File: config.mk
export PLATFORM = sky130hd
export DESIGN_NAME = rxdatreg
export DESIGN_NICKNAME = d
export VERILOG_FILES = /design/src/rtl/usrt_pkg.sv /design/src/rtl/rxshift.sv /design/src/rtl/rxdatreg.sv
export SDC_FILE = /design/constraint.sdc
export NUM_CORES = 1
export LEC_CHECK = 0
export ABC_AREA = 0
export BUFFER_PORTS_ARGS = -buffer_cell sky130_fd_sc_hd__buf_2
export CORE_MARGIN = 4
export CORE_UTILIZATION = 25
export CTS_BUF_LIST = sky130_fd_sc_hd__clkbuf_8
export DETAILED_ROUTE_END_ITERATION = 8
export MAX_ROUTING_LAYER = met4
export PLACE_DENSITY_LB_ADDON = 0.05
export SYNTH_ARGS = -nofsm -noshare
export SYNTH_HDL_FRONTEND = slang
export SYNTH_HIERARCHICAL = 1
export SYNTH_SLANG_ARGS = --single-unit
File: constraint.sdc
create_clock -name i_Pclk -period 1.35 [get_ports i_Pclk]
set_input_delay 0.27 -clock i_Pclk [delete_from_list [all_inputs] [get_ports i_Pclk]]
set_output_delay 0.27 -clock i_Pclk [all_outputs]
set_load 0.05 [all_outputs]
File: src/rtl/usrt_pkg.sv
// -----------------------------------------------------------------------------
// usrt_pkg
// Shared definitions for the USRT receive and transmit paths: receiver state
// encoding, default frame width and serial line levels.
//
// Configuration macro: RXDATREG_PARITY_EN adds the PARITY receiver state.
// -----------------------------------------------------------------------------
package usrt_pkg;

    // Default number of data bits per frame.
    localparam int DATA_W_DEF = 8;

    // Serial line levels.
    localparam logic LINE_IDLE  = 1'b1;
    localparam logic LINE_START = 1'b0;
    localparam logic LINE_STOP  = 1'b1;

    // Receiver frame-tracking states.
`ifdef RXDATREG_PARITY_EN
    typedef enum logic [1:0] {
        RX_IDLE   = 2'd0,
        RX_DATA   = 2'd1,
        RX_PARITY = 2'd2,
        RX_STOP   = 2'd3
    } rx_state_t;
`else
    typedef enum logic [1:0] {
        RX_IDLE = 2'd0,
        RX_DATA = 2'd1,
        RX_STOP = 2'd3
    } rx_state_t;
`endif

endpackage : usrt_pkg

File: src/rtl/rxshift.sv
// -----------------------------------------------------------------------------
// rxshift
// Receive shift register and bit counter. Bits enter at the MSB and move
// toward the LSB, so the first (least significant) bit on the line ends up in
// bit 0 after DATA_W shifts.
//
// Ports:
//   clk      - clock, rising edge
//   rst_n    - asynchronous active-low reset
//   shift_en - shift bit_in in and advance the counter this cycle
//   clear    - zero the shift register and counter (start of a new frame)
//   bit_in   - sampled serial bit
//   data     - assembled data bits
//   done     - high in the cycle the last data bit is being shifted in
// -----------------------------------------------------------------------------
module rxshift #(
    parameter int DATA_W = 8
) (
    input  logic              clk,
    input  logic              rst_n,
    input  logic              shift_en,
    input  logic              clear,
    input  logic              bit_in,
    output logic [DATA_W-1:0] data,
    output logic              done
);

    localparam int CNT_W = (DATA_W > 1) ? $clog2(DATA_W) : 1;
    localparam logic [CNT_W-1:0] LAST = CNT_W'(DATA_W - 1);

    logic [CNT_W-1:0] cnt;

    assign done = shift_en && (cnt == LAST);

    // NOTE: sequential state uses non-blocking assignments so every register
    // samples the pre-edge values regardless of statement order.
    always_ff @(posedge clk or negedge rst_n) begin
        if (!rst_n) begin
            cnt  <= '0;
            data <= '0;
        end else if (clear) begin
            cnt  <= '0;
            data <= '0;
        end else if (shift_en) begin
            data <= {bit_in, data[DATA_W-1:1]};
            cnt  <= done ? '0 : cnt + 1'b1;
        end
    end

endmodule : rxshift

File: src/rtl/rxdatreg.sv
// -----------------------------------------------------------------------------
// rxdatreg
// USRT receive data register: frames serial data sampled on i_Sclk_En strobes
// (start, DATA_W data bits LSB first, optional even parity, stop) and holds the
// last accepted byte for the host with ready/overrun/error status.
//
// Configuration macro: RXDATREG_PARITY_EN adds an even-parity bit after the
// data bits and the o_Parity_Err output.
//
// Ports:
//   i_Pclk       - system clock, rising edge
//   i_Reset_n    - asynchronous active-low reset
//   i_Sclk_En    - one-cycle bit-sample strobe
//   i_Rx         - serial line, idle high
//   i_Read       - one-cycle host read strobe
//   o_Data       - last accepted byte
//   o_Ready      - o_Data holds an unread byte
//   o_Busy       - frame reception in progress
//   o_Overrun    - sticky: a completed byte was dropped
//   o_Frame_Err  - sticky: stop bit sampled low
//   o_Parity_Err - sticky: parity mismatch (RXDATREG_PARITY_EN only)
// -----------------------------------------------------------------------------
module rxdatreg
    import usrt_pkg::*;
#(
    parameter int DATA_W = DATA_W_DEF
) (
    input  logic              i_Pclk,
    input  logic              i_Reset_n,
    input  logic              i_Sclk_En,
    input  logic              i_Rx,
    input  logic              i_Read,
    output logic [DATA_W-1:0] o_Data,
    output logic              o_Ready,
    output logic              o_Busy,
    output logic              o_Overrun,
`ifdef RXDATREG_PARITY_EN
    output logic              o_Parity_Err,
`endif
    output logic              o_Frame_Err
);

    rx_state_t         state, state_nxt;
    logic              shift_en;
    logic              shift_clear;
    logic              shift_done;
    logic [DATA_W-1:0] shift_data;
    logic              stop_ok;
    logic              stop_bad;

    rxshift #(.DATA_W(DATA_W)) u_rxshift (
        .clk      (i_Pclk),
        .rst_n    (i_Reset_n),
        .shift_en (shift_en),
        .clear    (shift_clear),
        .bit_in   (i_Rx),
        .data     (shift_data),
        .done     (shift_done)
    );

    // ---------------- state register ----------------
    always_ff @(posedge i_Pclk or negedge i_Reset_n) begin
        if (!i_Reset_n) state <= RX_IDLE;
        else            state <= state_nxt;
    end

    // ---------------- next-state logic ----------------
    // NOTE: state_nxt gets a default before the case so no path leaves it
    // unassigned, which would otherwise infer a latch.
    always_comb begin
        state_nxt = state;
        if (i_Sclk_En) begin
            unique case (state)
                RX_IDLE: if (i_Rx == LINE_START) state_nxt = RX_DATA;
`ifdef RXDATREG_PARITY_EN
                RX_DATA:   if (shift_done) state_nxt = RX_PARITY;
                RX_PARITY: state_nxt = RX_STOP;
`else
                RX_DATA: if (shift_done) state_nxt = RX_STOP;
`endif
                RX_STOP: state_nxt = RX_IDLE;
                default: state_nxt = RX_IDLE;
            endcase
        end
    end

    // ---------------- output / strobe logic ----------------
    always_comb begin
        shift_en    = 1'b0;
        shift_clear = 1'b0;
        stop_ok     = 1'b0;
        stop_bad    = 1'b0;
        o_Busy      = (state != RX_IDLE);
        if (i_Sclk_En) begin
            shift_en    = (state == RX_DATA);
            shift_clear = (state == RX_IDLE) && (i_Rx == LINE_START);
            stop_ok     = (state == RX_STOP) && (i_Rx == LINE_STOP);
            stop_bad    = (state == RX_STOP) && (i_Rx != LINE_STOP);
        end
    end

`ifdef RXDATREG_PARITY_EN
    // Parity result for the frame in flight; it is only reported when the
    // frame completes with a good stop bit, alongside the delivered byte.
    logic par_bad;

    always_ff @(posedge i_Pclk or negedge i_Reset_n) begin
        if (!i_Reset_n)
            par_bad <= 1'b0;
        else if (shift_clear)
            par_bad <= 1'b0;
        else if (i_Sclk_En && state == RX_PARITY)
            par_bad <= (^shift_data) ^ i_Rx;
    end

    always_ff @(posedge i_Pclk or negedge i_Reset_n) begin
        if (!i_Reset_n)
            o_Parity_Err <= 1'b0;
        else if (stop_ok && par_bad)
            o_Parity_Err <= 1'b1;
        else if (i_Read)
            o_Parity_Err <= 1'b0;
    end
`endif

    // ---------------- holding register and status ----------------
    // A read clears the sticky flags first; events from a frame ending in the
    // same cycle are assigned later in the block and therefore win.
    always_ff @(posedge i_Pclk or negedge i_Reset_n) begin
        if (!i_Reset_n) begin
            o_Data      <= '0;
            o_Ready     <= 1'b0;
            o_Overrun   <= 1'b0;
            o_Frame_Err <= 1'b0;
        end else begin
            if (i_Read) begin
                o_Ready     <= 1'b0;
                o_Overrun   <= 1'b0;
                o_Frame_Err <= 1'b0;
            end
            if (stop_ok) begin
                if (!o_Ready || i_Read) begin
                    o_Data  <= shift_data;
                    o_Ready <= 1'b1;
                end else begin
                    o_Overrun <= 1'b1;
                end
            end
            if (stop_bad)
                o_Frame_Err <= 1'b1;
        end
    end

endmodule : rxdatreg

==> impl_metrics.tcl <==
set metrics [dict create \
    met2_wirelength_um 914 \
    drt_iter0_drc 32 \
    ys.flop_type "dfrtp_1" \
    cp_slowest_cell "dfrtp_1" \
    tightest_hold_check_type "in -> async" \
    swShare_pct 37.13 \
    detailroute.via_count 673 \
    end_of_flow_core_utilization_pct 36.76 \
    failed_checks "hold timing, setup timing" \
    syn_avg_cell_area_um2 13.30 \
    path_cells "buf_6, or2_4, buf_8" \
    mostFrequentLayoutCells "23 x dfrtp_1, 15 x buf_2, 10 x nor2_1" \
    power_leakage_uw 0.0007100 \
    cell_area_synth_mm2 0.001011 \
    power.ir.vdd_worst_mv 0.9468 \
    critPathLaunchType "flop" \
    dpl.hpwl_um 1383 \
    mappedNetlistNets 83 \
    first_pass_grt_wire_length_um 3387 \
    finalWeightedCongestion 0.6565 \
    seq_area_frac_synth_pct 59.41 \
    max_clock_freq_mhz 678.1 \
    post-route-period-util_pct 109.2 \
    drc_markers 0 \
    dr_wl_met3_um 69 \
    layout_setup_ws_ns -0.1248 \
    number_of_antenna_violations_at_the_first_check_in_global_routing 0 \
    avgViaCountPerCell 4.314 \
    placementRows 22 \
    worst-setup-path-type "reg -> out" \
    synth.distinct_cells 23 \
    insertion_delay_ns 0.27 \
    net_count_of_the_finished_layout 116 \
    detail_route.wirelength_um 2033 \
    finalInstanceArea_mm2 0.001386 \
    core_area_mm2 0.003771 \
    tritoncts "yes" \
    proportion_of_synthesized_flip_flops_having_asynchronous_set_or_reset_pct 100.0 \
    route.detailed.wl_per_inst_um 13.03 \
    worst_setup_end_kind "output port" \
    grt_setup_unrepaired "yes" \
    wl_met1_um 1008 \
    worst_path_dominant_cell_family "flip-flops" \
    power-per-cell-area_mw_per_mm2 1936 \
    dieArea_mm2 0.005125 \
    num_antenna_cells 0 \
    drt-pass1-iter-count 5 \
    clock_power_share_pct 18.5 \
    crit_required_ns 1.08 \
    clock_sinks 24 \
    fp.dieH_um 71.59 \
    timing.critical_path.from "state[1]" \
    critical_path.n_buffers_inverters 2 \
    ys_warn_count 6 \
    yosysTopAreaCellShare_pct 59.41 \
    io_pins 17 \
    antenna_violating_nets_post_route 0 \
    timing.clock.skew_ns 0.002674 \
    all_layer_global_routing_usage_pct 8.900 \
    synth_top_cell_by_area "dfrtp_1" \
    die_w_um 71.59 \
    cts.reportedPaths.clkPinSlew_ns 0.09 \
    tritoncts_buffer_count 3 \
    critical_path.reg2reg.startpoint "state[1]" \
    largest_net_degree_at_the_start_of_global_routing 25 \
    worst-slew-pin-transition_ns 0.5457 \
    fill_cells 373 \
    highest-signal-layer "met4" \
    area_growth_pct 37.13 \
    netlist_top_cells_area "dfrtp_1 59%, mux2i_1 8.9%, mux2_2 8.9%" \
    final-hold-violation-count 24 \
    setup_viol_count_final 10 \
    worst_path_largest_cell_delay_ns 0.41 \
    power.switching_uw 996.2 \
    post_dp_cell_area_mm2 0.001244 \
    post_cts_hold_buffer_count 0 \
    run_status "finished, violations left" \
    max_cap_viol_count 0 \
    sequentialPowerShare_pct 42.1 \
    maxSlewViolCount 0 \
    holdWs_ns -0.02560 \
    power.combinational.fraction_pct 39.4 \
    final_layout_size_suffix_gt1_share_pct 50.00 \
    most_common_cell_after_layout_fill_and_taps_aside "dfrtp_1" \
    cts_max_path_buffers 2 \
    max_slew_margin_pct 63.62 \
    synth-edff-count 0 \
    critPathMaxFanout 4 \
    final.min_clock_period_ns 1.475 \
    total_number_of_h_tree_levels 1 \
    timing.setup.tns_ns -0.9822 \
    grt-ovfl-total 0 \
    preCtsSetupSlack_ns -0.06142 \
    initial_core_util_pct 26.81 \
    first_global_vias 730 \
    post_synthesis_cells 76 \
    worst-endpoint-arrival_ns 1.20 \
    ys_seq_elements 24 \
    io_buffers 16 \
    cts_root_buffer "clkbuf_8" \
    internal_power_uw 1687 \
]
-- path summary, 6_finish.rpt --
check | endpoint | slack [ns] | depth (start not counted)
max in group asynchronous | o_Ready | 0.98 | 1
hold reg to reg | o_Frame_Err | 0.49 | 1
setup / recovery | o_Busy | -0.12 | 3
hold / removal | u_rxshift/cnt[0] | -0.03 | 1
min in group i_Pclk | o_Overrun | 0.16 | 2
setup reg to reg | o_Data[5] | -0.11 | 5
-- area by class of cell --
| cell class | count | area (µm²) | share of cell area (%) |
|---|---|---|---|
| clock buffers | 4 | 55.05 | 3.971 |
| well taps | 48 | 60.06 | 4.332 |
| multi-input cells | 47 | 435.4 | 31.41 |
| flip-flops and latches | 24 | 601.8 | 43.41 |
| repair buffers | 30 | 222.7 | 16.07 |
| inverters | 3 | 11.26 | 0.8123 |
-- power by group through the flow --
| stage | sequential [µW] | clock, µW | combinational [µW] |
|---|---|---|---|
| after global routing | 1170 | 545 | 1140 |
| after floorplan | 1390 | 0 | 443 |
| after global placement | 1140 | 0 | 934 |
| after CTS | 1130 | 513 | 979 |
| final | 1130 | 496 | 1060 |
| after detailed placement | 1150 | 0 | 943 |
-- cell families after synthesis --
family	Yosys count	synth area share, %
buffers and inverters	5	2.970
DFF	24	59.41
AOI/OAI and AO/OA	8	7.674
and+or+nand+nor	20	9.654
muxes	17	17.82
adders and majority gates	2	2.475
-- state kept, by name, indices dropped and copies added, names as in the netlist --
name            flops
o_Overrun           1
state               2
o_Ready             1
u_rxshift/cnt       3
o_Data              8
o_Frame_Err         1
u_rxshift/data      8
-- routing by layer --
metal / GRT usage (%) / vias up
met5: - / -
li1: - / 326
met4: 5.010 / 0
met1: 11.44 / 330
met3: 2.244 / 4
met2: 12.65 / 13
-- stage by stage --
stage,power (µW),instances
3_5_place_dp,2088,148
3_3_place_gp,2076,148
5_1_grt,2852,156
2_1_floorplan,1834,76
6_report,2683,156
4_1_cts,2622,153
-- cells in the mapped netlist, types with 2 or more instances --
master and number:
dfrtp_1 24, nor2_1 13, mux2i_1 9, mux2_2 8, inv_1 3, ha_1 2
-- what timing repair did --
item	in CTS	in global routing
buffers inserted	1	3
setup endpoints to repair	11	21
pin swaps	1	0
resized for setup	6	10
Power figures use the tool's default switching activity.
